===== config.mk =====
export PLATFORM = sky130hd
export DESIGN_NAME = multicycle_control
export DESIGN_NICKNAME = d
export VERILOG_FILES = /design/src/rtl/multicycle_pkg.sv /design/src/rtl/multicycle_control.sv
export SDC_FILE = /design/constraint.sdc
export NUM_CORES = 1
export LEC_CHECK = 0
export ABC_AREA = 1
export CAP_MARGIN = 20
export CORE_AREA = 2 2 39 41
export CTS_CLUSTER_SIZE = 24
export DETAILED_ROUTE_END_ITERATION = 16
export DIE_AREA = 0 0 41 43
export GPL_TIMING_DRIVEN = 1
export PLACE_DENSITY = 0.78
export SKIP_LAST_GASP = 1
export SYNTH_ARGS = -nofsm -noshare
export SYNTH_HDL_FRONTEND = slang
export SYNTH_SLANG_ARGS = --single-unit

===== constraint.sdc =====
create_clock -name clk -period 3.3 [get_ports clk]
set_input_delay 0.99 -clock clk [delete_from_list [all_inputs] [get_ports clk]]
set_output_delay 0.99 -clock clk [all_outputs]
set_load 0.01 [all_outputs]

===== src/rtl/multicycle_pkg.sv =====
// multicycle_pkg: state encodings, opcodes and datapath select codes shared by control, datapath and bench
package multicycle_pkg;
    typedef enum logic [3:0] {
        S_FETCH     = 4'd0,
        S_DECODE    = 4'd1,
        S_MEM_ADDR  = 4'd2,
        S_MEM_READ  = 4'd3,
        S_MEM_WB    = 4'd4,
        S_MEM_WRITE = 4'd5,
        S_EXECUTE   = 4'd6,
        S_R_WB      = 4'd7,
        S_BRANCH    = 4'd8,
        S_JUMP      = 4'd9,
        S_ADDI_EXEC = 4'd10,
        S_ADDI_WB   = 4'd11
    } state_t;
    localparam logic [5:0] OP_R    = 6'h00;
    localparam logic [5:0] OP_LW   = 6'h23;
    localparam logic [5:0] OP_SW   = 6'h2B;
    localparam logic [5:0] OP_BEQ  = 6'h04;
    localparam logic [5:0] OP_J    = 6'h02;
    localparam logic [5:0] OP_ADDI = 6'h08;
    localparam logic [1:0] ALU_ADD   = 2'b00;
    localparam logic [1:0] ALU_SUB   = 2'b01;
    localparam logic [1:0] ALU_FUNCT = 2'b10;
    localparam logic [1:0] SRCB_REG    = 2'b00;
    localparam logic [1:0] SRCB_FOUR   = 2'b01;
    localparam logic [1:0] SRCB_IMM    = 2'b10;
    localparam logic [1:0] SRCB_IMM_SH = 2'b11;
    localparam logic [1:0] PCS_ALU    = 2'b00;
    localparam logic [1:0] PCS_ALUOUT = 2'b01;
    localparam logic [1:0] PCS_JUMP   = 2'b10;
endpackage


===== src/rtl/multicycle_control.sv =====
// multicycle_control: Moore control FSM sequencing fetch/decode/execute/memory/write-back; outputs gated to 0 during rst
module multicycle_control
    import multicycle_pkg::*;
#(
    parameter int OPC_W = 6
) (
    input  logic             clk,
    input  logic             rst,
    input  logic [OPC_W-1:0] opcode,
    output logic             pc_write,
    output logic             pc_write_cond,
    output logic             i_or_d,
    output logic             mem_read,
    output logic             mem_write,
    output logic             ir_write,
    output logic             mem_to_reg,
    output logic             reg_dst,
    output logic             reg_write,
    output logic             alu_src_a,
    output logic [1:0]       alu_src_b,
    output logic [1:0]       alu_op,
    output logic [1:0]       pc_source,
    output logic             illegal_op,
    output logic [3:0]       state
);
    state_t st, nxt;
    logic is_r, is_lw, is_sw, is_beq, is_j, is_addi, legal;
    assign is_r    = opcode == OPC_W'(OP_R);
    assign is_lw   = opcode == OPC_W'(OP_LW);
    assign is_sw   = opcode == OPC_W'(OP_SW);
    assign is_beq  = opcode == OPC_W'(OP_BEQ);
    assign is_j    = opcode == OPC_W'(OP_J);
    assign is_addi = opcode == OPC_W'(OP_ADDI);
    assign legal   = is_r | is_lw | is_sw | is_beq | is_j | is_addi;
    always_ff @(posedge clk)
        st <= rst ? S_FETCH : nxt;
    always_comb begin
        nxt = S_FETCH;
        case (st)
            S_FETCH:     nxt = S_DECODE;
            S_DECODE:    nxt = (is_lw | is_sw) ? S_MEM_ADDR :
                               is_r            ? S_EXECUTE  :
                               is_addi         ? S_ADDI_EXEC :
                               is_beq          ? S_BRANCH   :
                               is_j            ? S_JUMP     : S_FETCH;
            S_MEM_ADDR:  nxt = is_lw ? S_MEM_READ : S_MEM_WRITE;
            S_MEM_READ:  nxt = S_MEM_WB;
            S_EXECUTE:   nxt = S_R_WB;
            S_ADDI_EXEC: nxt = S_ADDI_WB;
            default:     nxt = S_FETCH;
        endcase
    end
    always_comb begin
        pc_write      = !rst && (st == S_FETCH || st == S_JUMP);
        pc_write_cond = !rst && st == S_BRANCH;
        i_or_d        = !rst && (st == S_MEM_READ || st == S_MEM_WRITE);
        mem_read      = !rst && (st == S_FETCH || st == S_MEM_READ);
        mem_write     = !rst && st == S_MEM_WRITE;
        ir_write      = !rst && st == S_FETCH;
        mem_to_reg    = !rst && st == S_MEM_WB;
        reg_dst       = !rst && st == S_R_WB;
        reg_write     = !rst && (st == S_MEM_WB || st == S_R_WB || st == S_ADDI_WB);
        alu_src_a     = !rst && (st == S_MEM_ADDR || st == S_EXECUTE || st == S_BRANCH || st == S_ADDI_EXEC);
        alu_src_b     = rst                                   ? SRCB_REG    :
                        st == S_FETCH                         ? SRCB_FOUR   :
                        st == S_DECODE                        ? SRCB_IMM_SH :
                        (st == S_MEM_ADDR || st == S_ADDI_EXEC) ? SRCB_IMM  : SRCB_REG;
        alu_op        = rst ? ALU_ADD : st == S_EXECUTE ? ALU_FUNCT : st == S_BRANCH ? ALU_SUB : ALU_ADD;
        pc_source     = rst ? PCS_ALU : st == S_BRANCH ? PCS_ALUOUT : st == S_JUMP ? PCS_JUMP : PCS_ALU;
        illegal_op    = !rst && st == S_DECODE && !legal;
        state         = rst ? 4'd0 : st;
    end
endmodule


Yosys cells after proc, flatten, opt, wreduce, memory -nomap -nowiden
Cells that the tools add are included.
{ "totals": {"inputBits": 8, "ff_bits": 4} }
{ "classes": {"n_reduce_logical": 25, "eq_ne": 16, "n_bitwise": 6, "muxes": 18} }
{ "op_table": {"columns": ["op", "count"], "rows": [
  ["two-way mux 4 bit", 6],
  ["one-hot mux 4 bit (6 select lines)", 1],
  ["two-way mux 2 bit", 9],
  ["equality test 4 x 3 -> 1 bit, second input constant", 4],
  ["equality test 4 bit, second input constant", 4],
  ["equality test 6 bit, second input constant", 2],
  ["logical AND 1 bit", 12],
  ["logical OR 1 bit", 9],
  ["equality test 4 x 2 -> 1 bit, second input constant", 2],
  ["equality test 6 x 2 -> 1 bit, second input constant", 1],
  ["equality test 6 x 3 -> 1 bit, second input constant", 1],
  ["equality test 6 x 4 -> 1 bit, second input constant", 1],
  ["logical NOT 6 bit", 1],
  ["OR 1 bit", 6],
  ["equality test 4 x 1 -> 1 bit, second input constant", 1],
  ["logical NOT 4 bit", 1],
  ["two-way mux 3 bit", 1],
  ["logical NOT 1 bit", 2],
  ["two-way mux 1 bit", 1]
]} }

Depth between registers and ports, before layout
{ "depth": {"depth_word": 8, "ltp_mapped": 8} }

Worst setup path before layout
OpenSTA, ideal clock, no wires.
{ "synth_path": {"kind": "in2out", "start": "input port rst", "end": "output port mem_read", "path_buffers": 1, "path_slack_ns": 0.548, "cell_stages": 4, "t_required_ns": 2.310, "t_arrival_ns": 1.762, "path_cell_list": "buf_2 -> nor2_1 -> nand2_1 -> o22ai_1"} }
{ "synth_between": {"elab_chain_cells": 2} }
{ "synth_lines": {"columns": ["item", "line_no", "text"], "rows": [
  ["start: declaration", "multicycle_control.sv:8", "input logic rst,"],
  ["logical NOT 1 bit", "multicycle_control.sv:57", "mem_read = !rst && (st == S_FETCH || st == S_MEM_READ);"],
  ["logical AND 1 bit", "multicycle_control.sv:57", null],
  ["end: declaration", "multicycle_control.sv:13", "output logic mem_read,"]
]} }
Every way passes these cells.

Worst setup path after layout
{ "layout_path": {"start": "input port opcode[1]", "end": "output port illegal_op"} }
{ "layout_between": {"elab_chain_cells": 8, "elab_cells_between_ends": 13, "cone_classes": "5 x eq/ne; 5 x bitwise; 3 x reduce/logical"} }
{ "layout_lines": {"columns": ["item", "line_no", "text"], "rows": [
  ["start: declaration", "multicycle_control.sv:9", "input logic [OPC_W-1:0] opcode,"],
  ["equality test 6 bit or logical NOT 6 bit (tied branches)", "multicycle_control.sv:29, multicycle_control.sv:28", null],
  ["OR 1 bit (4 in a row)", "multicycle_control.sv:34", "assign legal = is_r | is_lw | is_sw | is_beq | is_j | is_addi;"],
  ["OR 1 bit *", "multicycle_control.sv:34", null],
  ["logical NOT 1 bit *", "multicycle_control.sv:70", "illegal_op = !rst && st == S_DECODE && !legal;"],
  ["logical AND 1 bit *", "multicycle_control.sv:70", null],
  ["end: declaration", "multicycle_control.sv:23", "output logic illegal_op,"]
]} }
Mark *: on every way between the ends. The rest lies on a longest branch, timed or not.

==> impl_results.md <==
- Placed Instance Area: between 800 and 900 sq um
- Die X: 41 um
- Clk pwr share: 34.4%
- First DRT Iteration DRCs: 20
- HP Start: st[3]
- Commonest cells after routing, fill and taps aside: nor2_1 (23), nand2_1 (20), clkdlybuf4s50_1 (13), dlygate4sd2_1 (13), buf_4 (13)
- Clock Latency Late Sink: 0.23 ns
- Busiest grt layer: met2
- R2R Path Start: st[2]
- Worst-path clk slew: about 0.04 ns
- Sequential share of power: 30.5%
- Layout cells sized above 1: between 20% and 30%
- # IOs: 29
- P&R area growth vs syn: 81.20%
- Initial antenna violation count: 0
- NetSw: ~0.052 mW
- Setup bufs post-CTS: 0
- Status: finished clean
- Top cell type by total area after synthesis: nor2_1
- Commonest non-fill, non-tap cell in the layout: nor2_1
- Max-slew headroom: roughly four fifths
- HPWL Detailed: 1321 um
- Tmin final: 3.235 ns
- Yosys top cell area share: 18.80%
- Logic gate share of total power: 35.1%
- GRT overflow: 0
- Worst-path maximum fanout: 3
- Largest register FFs: 4
- Starting density of the core: 36.08%
- Syn avg cell area: 5.200 sq um
- Final setup fails: 0
- Synth async-reset ratio: 0%
- H-tree depth: 1
- Via count of the first global-routing pass: roughly 670
- Worst-margin pin slew: 0.2773 ns
- Synth Instances: 96
- Met1 usage: 25.16%
- Final hold vios: 0
- Slew Limit Fails: 0
- PwrDens: 191.5 nW/um^2
- Number of flops mapped to enable cells by yosys: 0
- Pwr Total: 0.1732 mW
- Unrepaired setup endpoints after global routing: false
- Clock Path Buffers: 2
- Worst vdd ir: 0.2524 mV
- Top FF cell, synth: dfxtp_1
- Post-DRT Antenna Nets: 0
- Int Pwr: 0.1208 mW
- Diode count: 0
- Largest net degree at the start of global routing: 9
- CTS tree: yes
- Routed WL per cell: 10.22 um
- Number of remaining DRC errors: 0
- Core Rows: 14
- Worst Clk Skew: 0.004794 ns
- Routed Wire Length: 1564 um
- Max-cap viol count: 0
- FF+latch count, synth: 4
- Biggest regs: st: 4 flops
- CORE AREA: 1384 sq um
- Worst Setup SP: opcode[1]
- Routed vias/inst: 4.804
- Drt first pass iters: 4
- Fin crit share: a little over nine tenths
- Die H: 43 um
- # port buffers: 28
- Root Driver: clkbuf_4
- Tightest Hold Check Type: reg -> reg
- TritonCTS Buffers: 3
- Fin nets: 147
- DIE AREA: 1763 sq um
- Register with the most flip-flops: st
- GRT Util Overall: roughly 22%
- Clock sinks: 4
- Synth unique cells: 19
- DR vias: 735
- GRT met3 Usage: between 4 and 5%
- Syn Std Cell Area: 499.2 sq um
- Syn Nets: 104
- Fin area: 904.6 sq um
- Synth top area cells: nor2_1 (19%), dfxtp_1 (16%), nand2_1 (15%), inv_1 (8.3%), nand3_1 (7.0%)
- Global-route wire length before repair: 2649 um
- Startpoint types: primary input
- Ys Warns: 0
- Seq/Total Area, Yosys: 16.04%
- Met2 usage: 36.56%
- Hold buffers post-CTS: 0
- Net switching fraction of the power: 30.24%
- Crit Path Class: in -> out
- Crit path DAT: 2.25 ns
- Placer Congestion: 0.8834
- Pleak: 0.4904 nW
- Worst endpoint required time: 2.31 ns
- Fmax: approximately 300 MHz
- Crit. End Element: primary output
## metal layers
metal	wire, um	share of wire [%]
met2	807	52
met5	0	0
met3	64	4.1
met1	693	44
met4	0	0
## Yosys cell counts, types with 2 or more instances
cell	number
nor2_1	25
nand2_1	20
nand3_1	7
a21oi_1	2
dfxtp_1	4
nand4_1	3
buf_2	2
inv_2	6
nor3_1	3
o22ai_1	3
a21oi_2	2
nor3_2	2
inv_1	11
## logic make-up (layout without fill, tap and decap cells)
family / count (synthesis) / count (layout) / synth area share, %
buf+inv: 20 / 61 / 16.29
simple gates: 62 / 62 / 54.14
compound gates: 10 / 10 / 13.53
flops: 4 / 4 / 16.04
## final timing paths
check | endpoint | slack, ns | cells after the start
worst min register to register | st[1] | 0.64 | 3
worst max register to register | st[0] | 2.17 | 5
worst max-delay path | illegal_op | 0.06 | 6
worst min-delay path | st[1] | 0.64 | 3
## stage by stage
step           hold slack [ns]  setup TNS, ns  utilization (%)  worst slack [ns]  std cells
2_1_floorplan           0.5894              0                -            0.5478         96
6_report                0.6364              0            65.37           0.06455        153
3_5_place_dp            0.6260         -1.755            63.56           -0.2079        150
5_1_grt                 0.6802              0            65.37          0.004854        153
3_3_place_gp            0.6255         -1.553            63.56           -0.1759        150
4_1_cts                 0.6314              0            64.20         0.0001459        153
## worst max-delay path: stages
cell             delay, ns
clkdlybuf4s50_1       0.51
buf_4                 0.13
nand4_1               0.13
a21oi_2               0.17
nor3_2                0.05
dlygate4sd2_1         0.27
## cell type report
type / count / area, sq um
Multi-Input combinational cell: 72 / 351.6
Sequential cell: 4 / 80.08
Clock buffer: 3 / 22.52
Timing Repair Buffer: 41 / 366.6
Inverter: 17 / 63.81
Fill cell: 139 / 479.2
Tap cell: 16 / 20.02
## power groups by stage
stage	combinational, mW	sequential (mW)	clock [mW]
2_1_floorplan	0.0277	0.0528	0
3_3_place_gp	0.0619	0.0534	0
3_5_place_dp	0.0630	0.0534	0
4_1_cts	0.0597	0.0527	0.0630
5_1_grt	0.0667	0.0530	0.0677
6_report	0.0608	0.0527	0.0596
## timing repair
item                                    4_1_cts  5_1_grt
endpoints found under the setup margin       15        1
endpoints found under the hold margin         0        0
resized for setup                            15        5
(Power assumes the default switching activity.)
